--- config.mk ---
export PLATFORM = sky130hd
export DESIGN_NAME = sat_mac
export DESIGN_NICKNAME = d
export VERILOG_FILES = /design/src/rtl/sat_mac_pkg.sv /design/src/rtl/sat_rescale.sv /design/src/rtl/sat_mac.sv
export SDC_FILE = /design/constraint.sdc
export NUM_CORES = 1
export LEC_CHECK = 0
export ABC_AREA = 1
export BUFFER_PORTS_ARGS = -buffer_cell sky130_fd_sc_hd__buf_4
export CELL_PAD_IN_SITES_DETAIL_PLACEMENT = 1
export CELL_PAD_IN_SITES_GLOBAL_PLACEMENT = 1
export CORE_MARGIN = 4
export CORE_UTILIZATION = 45
export CTS_CLUSTER_SIZE = 14
export DETAILED_ROUTE_END_ITERATION = 10
export PLACE_DENSITY = 0.87
export SKIP_CTS_REPAIR_TIMING = 1
export SLEW_MARGIN = 20
export SYNTH_ARGS = -nofsm -noshare
export SYNTH_HDL_FRONTEND = slang
export SYNTH_SLANG_ARGS = --single-unit
export TNS_END_PERCENT = 100
--- constraint.sdc ---
create_clock -name clk -period 6.3 [get_ports clk]
set_input_delay 0.63 -clock clk [delete_from_list [all_inputs] [get_ports clk]]
set_output_delay 0.63 -clock clk [all_outputs]
set_load 0.01 [all_outputs]
--- src/rtl/sat_mac_pkg.sv ---
// sat_mac_pkg: shared state encoding, accumulator sizing and saturation limits for sat_mac.
package sat_mac_pkg;
  typedef enum logic [1:0] {IDLE, ACC, DRAIN, OUT} state_t;
  function automatic int acc_w(input int w, input int taps);
    return 2 * w + $clog2(taps);
  endfunction
  function automatic logic signed [63:0] sat_max(input int w);
    return (64'sd1 <<< (w - 1)) - 64'sd1;
  endfunction
  function automatic logic signed [63:0] sat_min(input int w);
    return -(64'sd1 <<< (w - 1));
  endfunction
endpackage

--- src/rtl/sat_rescale.sv ---
// sat_rescale: arithmetic shift of the accumulator back to Q format, clamped to the result width.
module sat_rescale import sat_mac_pkg::*; #(
  parameter int f = 10,
  parameter int Width = 16,
  parameter int AW = 35
) (
  input  logic [AW-1:0]    acc,
  output logic [Width-1:0] y,
  output logic             sat
);
  localparam logic signed [AW-1:0] MX = AW'(sat_max(Width));
  localparam logic signed [AW-1:0] MN = AW'(sat_min(Width));
  logic signed [AW-1:0] sh;
  logic hi, lo;
  always_comb begin
    sh = $signed(acc) >>> f;
    hi = sh > MX;
    lo = sh < MN;
    sat = hi | lo;
    y = hi ? MX[Width-1:0] : lo ? MN[Width-1:0] : sh[Width-1:0];
  end
endmodule

--- src/rtl/sat_mac.sv ---
// sat_mac: burst multiply-accumulate with full-precision accumulation and a single saturating rescale at the end.
module sat_mac import sat_mac_pkg::*; #(
  parameter int f = 10,
  parameter int p = 5,
  parameter int Width = f + p + 1,
  parameter int Taps = 8
) (
  input  logic             clk,
  input  logic             rst_n,
  input  logic             in_valid,
  output logic             in_ready,
  input  logic [Width-1:0] A,
  input  logic [Width-1:0] B,
  input  logic             in_last,
  output logic             out_valid,
  input  logic             out_ready,
  output logic [Width-1:0] Y,
  output logic             sat
);
  localparam int AW = acc_w(Width, Taps);
  localparam int PW = 2 * Width;
  localparam int CW = $clog2(Taps + 1);
  state_t state, nxt;
  logic signed [PW-1:0] prod;
  logic signed [AW-1:0] acc;
  logic p_vld, p_first, p_last, acc_done;
  logic [CW-1:0] cnt;
  logic take, close, sat_c;
  logic [Width-1:0] y_c;
  sat_rescale #(.f(f), .Width(Width), .AW(AW)) u_rescale (.acc(acc), .y(y_c), .sat(sat_c));
  always_comb begin
    in_ready = rst_n && (state == IDLE || state == ACC);
    take = in_valid && in_ready;
    close = take && (in_last || cnt == CW'(Taps - 1));
    nxt = state;
    if (state == IDLE && take) nxt = close ? DRAIN : ACC;
    else if (state == ACC && close) nxt = DRAIN;
    else if (state == DRAIN && acc_done) nxt = OUT;
    else if (state == OUT && out_ready) nxt = IDLE;
  end
  always_ff @(posedge clk or negedge rst_n) begin
    if (!rst_n) begin
      state <= IDLE;
      prod <= '0;
      acc <= '0;
      cnt <= '0;
      p_vld <= 1'b0;
      p_first <= 1'b0;
      p_last <= 1'b0;
      acc_done <= 1'b0;
      out_valid <= 1'b0;
      Y <= '0;
      sat <= 1'b0;
    end else begin
      state <= nxt;
      p_vld <= take;
      p_first <= take && state == IDLE;
      p_last <= close;
      acc_done <= p_vld && p_last;
      cnt <= close ? '0 : take ? cnt + CW'(1) : cnt;
      if (take) prod <= PW'($signed(A)) * PW'($signed(B));
      // first product of a burst overwrites so no clear cycle is needed between bursts
      if (p_vld) acc <= p_first ? AW'(prod) : acc + AW'(prod);
      if (state == DRAIN && acc_done) begin
        Y <= y_c;
        sat <= sat_c;
        out_valid <= 1'b1;
      end else if (state == OUT && out_ready) out_valid <= 1'b0;
    end
  end
endmodule
After elaboration in Yosys (flattened, before gate mapping):

Index checks and enable logic that the tools add are counted.

* bits in registers: 95
* input bits: 37

* $add $sub $neg: 2
* multiply operators: 1
* order comparisons: 2
* equal/unequal tests: 4
* multiplexer cells: 12
* bitwise gates (word level): 1
* reductions and logical operators: 14

Operators by type and width (count)
* 35-bit by 32-bit adder with 35-bit output: 1
* 35-bit two-way mux: 1
* 16-bit by 16-bit multiplier with 32-bit output: 1
* 16-bit two-way mux: 2
* 25-bit by 16-bit greater-than comparator with 1-bit output, second input constant: 1
* 25-bit by 16-bit < comparator with 1-bit output, second input constant: 1
* 2-bit two-way mux: 5
* 1-bit logical AND: 8
* 4-bit two-way mux: 2
* 4-bit by 1-bit adder with 4-bit output, second input constant: 1
* 2-bit equality test, second input constant: 2
* 4-bit by 3-bit equality test with 1-bit output, second input constant: 1
* 2-bit nonzero test: 2
* 4-bit nonzero test: 1
* 2-bit by 1-bit equality test with 1-bit output, second input constant: 1
* 2-bit logical NOT: 1
* 1-bit logical OR: 2
* 1-bit two-way mux: 2
* 1-bit OR: 1

Longest topological paths before layout:

Gate-level depths: netlist of the first run.

* word-level depth: 8
* mapped depth: 28
* gate-level depth less buffers: 26

Modules after synthesis:

From an unflattened synthesis of the first run, not the netlist that was laid out.

* cells, all modules: 2329
* area, all modules: 17001.3 um^2

Modules (own cells, without submodules)
* sat_mac: instances 1, cells an instance 2279, area an instance 16758.6 um^2, sequential area each 2377.3 um^2
* sat_rescale: instances 1, cells an instance 50, area an instance 242.7 um^2, sequential area each 0.0 um^2

Least setup slack after synthesis of the first run:

Ideal clock, no wire load.

* path kind: input to register
* start point: in B[6]
* end point: reg prod[23]
* library setup time: 0.131 ns
* arrival time: 5.961 ns
* slack: 0.208 ns
* cell stages on the path: 20
* cells stage by stage: clkbuf_1 clkbuf_1 nand2_1 fa_1 inv_1 fa_1 fa_1 fa_1 fa_1 inv_1 fa_1 inv_1 ha_1 a21oi_1 o21ai_0 a21oi_1 nand3_1 or2_2 nand3_1 o21ai_0

* word-level cells in the longest chain between the ends: 1

RTL lines
* start, declared: line sat_mac.sv:13 `input logic [Width-1:0] B,`
* 16-bit by 16-bit multiplier with 32-bit output: line sat_mac.sv:61 `if (take) prod <= PW'($signed(A)) * PW'($signed(B));`
* end signal, assigned: line sat_mac.sv:61
* end, declared: line sat_mac.sv:24 `logic signed [PW-1:0] prod;`

Every way passes these cells.
A chain may end at the register's enable or synchronous reset.

Worst setup path after layout of the first run:

* start point: in A[15]
* end point: reg prod[23]

* word-level cells in the longest chain between the ends: 1

RTL lines
* start, declared: line sat_mac.sv:12 `input logic [Width-1:0] A,`
* 16-bit by 16-bit multiplier with 32-bit output: line sat_mac.sv:61

Every way passes these cells.

==> reports/results.txt, run 1 <==
final weighted congestion in routability-driven placement -> 0.9994
sequential-to-total area share from yosys stat -> 14.02%
synthesis-to-layout area growth -> 7.325%
Overflow after GRT -> 0
TritonCTS Buffers -> 9
1st-iter DRT viols -> 794
chip width -> 202.1 microns
CP cell instances -> buf_4, nand2_1, inv_1, fa_1, fa_1, buf_12, fa_1, fa_1, fa_1, inv_1, fa_1, inv_1, ha_1, a21oi_1, o21ai_0, a21oi_1, nand3_1, or2_2, nand3_1, o21ai_0
Bufs on Longest Clock Path -> 2
Clk Latency, worst-skew pair -> 0.37 ns
fillcell total -> 4696
Yosys reg bits -> 95
Post-DP HPWL -> 44650 microns
WL per Instance -> 18.86 microns
EDFF count, synth -> 0
Required @ worst endpoint -> 6.51 ns
clock sink count -> 95
max frequency -> 165.3 MHz
Max-Cap Viols -> 0
crit end category -> register
library cells used by synthesis -> 44
multi-input logic area -> 12080 sq um
worst slew pin tran -> 1.047 ns
Initial Util -> 46.00%
ys flop type -> dfrtp_1
Storage cell area -> 2377 sq um
CP max-delay cell -> fa_1
final worst-path cycle share -> 96.05%
Synth Instances -> 2314
clock skew -> 0.008783 ns
Root Buffer -> clkbuf_16
Highest Signal Layer -> met4
H-tree depth -> 3
nets@finish -> 2741
Top cell by count, worst path -> fa_1
die area -> 40860 sq um
Die Y -> 202.1 microns
Critical Path Start Type -> primary input
IO Count -> 56
mapped cell area -> 16960 sq um
FFs w/ async S/R, synth -> 100.0%
layout cells sized above 1 -> 6.830%
RSZ-0062 raised after global routing -> false
Core Util, Final -> 49.37%
worst min path class -> in2async
first-pass GRT wire length -> 88310 microns
Setup violations, final -> 0
DRC -> 0
most frequent cells in the layout -> 586 x nand2_1, 576 x inv_1, 262 x fa_1
CTS clk-pin slew, worst paths -> 0.07 ns
largest net degree at the start of global routing -> 61
metal3 WL -> 2887 microns
Crit Path Category -> in2reg
CP arrival -> 6.26 ns
number of warnings issued by yosys -> 0
Cell Rows -> 70
Core Footprint -> 36870 sq um
vias -> 14.99k
syn avg cell area -> 7.330 sq um
Routed Antenna Nets -> 0
Total Wirelength -> 53410 microns
status -> finished, final reports clean
Port Buffers -> 55
initial antenna violation count -> 0
crit-path max cell delay -> 0.77 ns
worst hold margin -> 0.3706 ns
vias in the first global route -> 17.11k
GRT Overall Usage -> 26.86%
Total Neg Setup Slack -> 0 ns
metal2 WL -> 26830 microns
Fin. Hold Viols -> 0
post-layout min period -> 6.051 ns
pins over their slew limit -> 0
post-DR vias/cell -> 5.294
CP max FO -> 9
DR pass1 iterations -> 5
Mapped Nets -> 2731
M1 wire length -> 22150 microns
commonest non-fill, non-tap cell in the layout -> nand2_1
Worst slew margin -> 30.10%
CTS tree -> yes
n_diodes -> 0
cell families after synthesis:
group	after synthesis	synth area share [%]
and+or+nand+nor	907	22.15
buffers and inverters	666	14.82
adders and majority gates	380	39.67
AOI/OAI and AO/OA	233	7.642
DFF	95	14.02
xor gates and xnor gates	33	1.704
per-stage QoR:
| stage | setup slack [ns] | cells | instance area [sq um] |
|---|---|---|---|
| finish | 0.2490 | 2832 | 18200 |
| detailed placement | -0.2408 | 2817 | 17900 |
| floorplan | 0.2081 | 2314 | 16960 |
| global placement | 0.004510 | 2817 | 17900 |
| global route | 0.001459 | 2832 | 18200 |
| CTS | 0.1241 | 2832 | 18190 |
worst paths after layout:
| kind | start | end | slack (ns) | cells after the start |
|---|---|---|---|---|
| max reg2reg | prod[0] | acc[12] | 3.59 | 15 |
| min in group clk | p_last | acc_done | 0.46 | 2 |
| max | A[15] | prod[23] | 0.25 | 20 |
| min | rst_n | acc[10] | 0.37 | 1 |
| min reg2reg | p_last | acc_done | 0.46 | 2 |
| max in group asynchronous | rst_n | sat | 4.87 | 2 |
cells in the mapped netlist (6+ instances only):
library cell | instances | area [sq um]
nand4_1 | 21 | 131.4
fa_1 | 263 | 5265
xor2_1 | 17 | 148.9
nand2_1 | 586 | 2200
dfrtp_1 | 95 | 2377
or2_1 | 6 | 37.54
a21oi_1 | 106 | 530.5
nand2_2 | 16 | 100.1
xnor2_1 | 16 | 140.1
a21o_1 | 9 | 67.56
nor3_1 | 11 | 55.05
nand3_1 | 87 | 435.4
o21bai_1 | 10 | 75.07
o21ai_0 | 66 | 330.3
clkbuf_1 | 75 | 281.5
nor2_1 | 145 | 544.3
nor2_2 | 13 | 81.33
o21ai_1 | 15 | 75.07
or2_2 | 7 | 43.79
ha_1 | 117 | 1464
inv_1 | 576 | 2162
layer usage:
layer	global-route usage (%)	up-vias
met2	47.72	408
met5	0	-
met4	7.953	0
met1	33.93	7595
met3	4.187	119
li1	-	6870
sequential cells by signal, indices dropped and copies added, names as in the netlist:
signal     cells
acc_done       1
p_first        1
cnt            4
out_valid      1
Y             16
sat            1
state          2
acc           35
prod          32
p_last         1
p_vld          1
worst max-delay path, delay by kind of cell:
| kind | cells | cell delay (ns) |
|---|---|---|
| AND/OR/NAND/NOR | 4 | 0.68 |
| buffers and inverters | 5 | 0.54 |
| AO/OA/AOI/OAI | 4 | 0.73 |
| adder cells (fa/ha/maj) | 7 | 3.70 |
final cells by class:
| class | instances | area share [%] |
|---|---|---|
| timing repair buffer | 83 | 3.492 |
| clock buffer | 10 | 1.313 |
| tap | 504 | 3.464 |
| sequential | 95 | 13.06 |
| inverter | 582 | 12.00 |
| clock inverter | 5 | 0.3093 |
| multi-input combinational | 1553 | 66.36 |
Power of run 1 is not shown: default switching activity piles up to over one toggle a cycle in this logic, so the estimate is an artifact.
==> run 2: changes to the inputs <==
- ABC_AREA: 1 -> default
- PLACE_DENSITY: 0.87 -> 0.85
==> reports/results.txt, run 2 <==
Bufs on Longest Clock Path -> 2
DRC -> 0
Clk Latency, worst-skew pair -> 0.35 ns
Area contributors post-synth -> fa_1 34%, dfrtp_1 15%, ha_1 9.4%
layout cells sized above 1 -> 12.93%
max frequency -> 159.5 MHz
Port Buffers -> 55
Top reg by flops -> acc
placed cells -> 2304
Final Non-Filler Cells -> 2328
worst min path class -> in2async
most frequent cells in the layout -> 323 x inv_1, 257 x fa_1, 232 x nand2_1
initial antenna violation count -> 0
GRT Overall Usage -> 24.41%
mapped cell area -> 15590 sq um
number of warnings issued by yosys -> 0
IO Count -> 56
final worst slack -> 0.03189 ns
Die Y -> 194.1 microns
chip width -> 194.1 microns
die area -> 37690 sq um
top-count cell post-synth -> inv_1
CTS clk-pin slew, worst paths -> 0.07 ns
Crit Path Category -> in2reg
DR pass1 iterations -> 5
Synth area leader -> fa_1
sequential-to-total area share from yosys stat -> 15.25%
WL per Instance -> 20.36 microns
CP arrival -> 6.48 ns
R2R depth -> 10
final worst-path cycle share -> 99.49%
first-pass GRT wire length -> 75580 microns
crit end category -> register
1st-iter DRT viols -> 638
crit-path max cell delay -> 0.62 ns
CP cell instances -> buf_4, nand2_1, fa_1, fa_1, inv_2, fa_1, inv_2, fa_1, inv_2, fa_1, fa_2, ha_4, a211oi_4, nor2_2, o31ai_4, a31oi_4, a21oi_4, o31ai_4, o41ai_2, xor2_1, o21ai_1
RSZ-0062 raised after global routing -> true
Core Footprint -> 33870 sq um
Post-DP HPWL -> 38800 microns
top flop regs -> acc (35), prod (32), Y (16)
Cell Rows -> 67
Synth Instances -> 1779
Top cell by count, worst path -> fa_1
nets@finish -> 2292
Fin. Hold Viols -> 0
Post-synth top cells -> 328 x inv_1, 263 x fa_1, 234 x nand2_1, 133 x and2_1, 117 x ha_1
Critical Path Start Type -> primary input
post-layout min period -> 6.268 ns
EDFF count, synth -> 0
vias -> 12.81k
Mapped Nets -> 2196
Overflow after GRT -> 0
clock sink count -> 95
vias in the first global route -> 14.59k
FFs w/ async S/R, synth -> 100.0%
ys flop type -> dfrtp_1
status -> finished, final reports clean
clock skew -> 0.005338 ns
library cells used by synthesis -> 58
synthesis-to-layout area growth -> 13.75%
max FFs per register -> 35
final weighted congestion in routability-driven placement -> 0.8632
Required @ worst endpoint -> 6.52 ns
Worst slew margin -> 47.57%
syn avg cell area -> 8.763 sq um
Max-Cap Viols -> 0
largest net degree at the start of global routing -> 76
commonest non-fill, non-tap cell in the layout -> inv_1
TritonCTS Buffers -> 9
worst slew pin tran -> 0.7855 ns
n_diodes -> 0
Crit path depth -> 21
Routed Antenna Nets -> 0
Initial Util -> 46.03%
Worst Setup Slack post-DPL -> -0.4908 ns
cell family with most CP delay -> adder cells
CP max-delay cell -> fa_1
Yosys reg bits -> 95
H-tree depth -> 3
post-DR vias/cell -> 5.504
CP max FO -> 11
Bufs and invs on worst path -> 4
Total Wirelength -> 47410 microns
pins over their slew limit -> 0
Root Buffer -> clkbuf_16
CTS tree -> yes
Setup violations, final -> 0
Synth top area share -> 33.77%
[run 2: changes by cell type in the layout (fill, tap and decap cells not counted), sizes merged, moves of 18 or more]
cell / delta
nand2: -368
nor2: -70
buf: +71
inv: -252
a31oi: +21
o21ai: -18
and2: +132
nand3: -67
[run 2: final cells by class]
type                            count  area, sq um
Clock buffer                       10        239.0
Clock inverter                      6        90.09
Fill cell                        4005        16130
Inverter                          329         1235
Multi-Input combinational cell   1286        11990
Sequential cell                    95         2379
Tap cell                          448        560.5
Timing Repair Buffer              154         1236
[run 2: through the flow]
step | TNS (ns) | area (sq um) | hold WS (ns) | util (%)
4_1_cts | -0.1808 | 17370 | 0.3072 | 51.29
6_report | 0 | 17730 | 0.2734 | 52.36
3_5_place_dp | -3.346 | 17040 | 0.4347 | 50.32
3_3_place_gp | -0.1147 | 17040 | 0.4337 | 50.31
5_1_grt | -0.4365 | 17730 | 0.3296 | 52.36
2_1_floorplan | 0 | 15600 | 0.3344 | -
[run 2: routing by layer]
metal | wire length (microns) | track usage [%] | vias to the layer above | part of all wire, %
li1 | - | - | 5784 | -
met2 | 24610 | 45.01 | 345 | 52
met1 | 19390 | 29.91 | 6548 | 41
met3 | 1783 | 2.850 | 136 | 3.8
met4 | 1625 | 7.604 | 0 | 3.4
met5 | 0 | 0 | - | 0
[run 2: final timing paths]
kind / endpoint / slack [ns] / startpoint
max: prod[30] / 0.03 / A[10]
min: Y[0] / 0.27 / rst_n
max reg2reg: acc[33] / 2.99 / prod[6]
min reg2reg: acc_done / 0.45 / p_last
max in group asynchronous: prod[23] / 4.94 / rst_n
min in group clk: acc_done / 0.45 / p_last
[run 2: cells by family after synthesis]
group | after synthesis | share of synthesized area [%]
fa+ha+maj | 380 | 43.16
buf+inv | 398 | 9.583
xor+xnor | 50 | 2.809
mux | 8 | 0.5457
simple gates | 557 | 17.02
flops | 95 | 15.25
compound gates | 291 | 11.63
Power of run 2 is left out for the same reason.
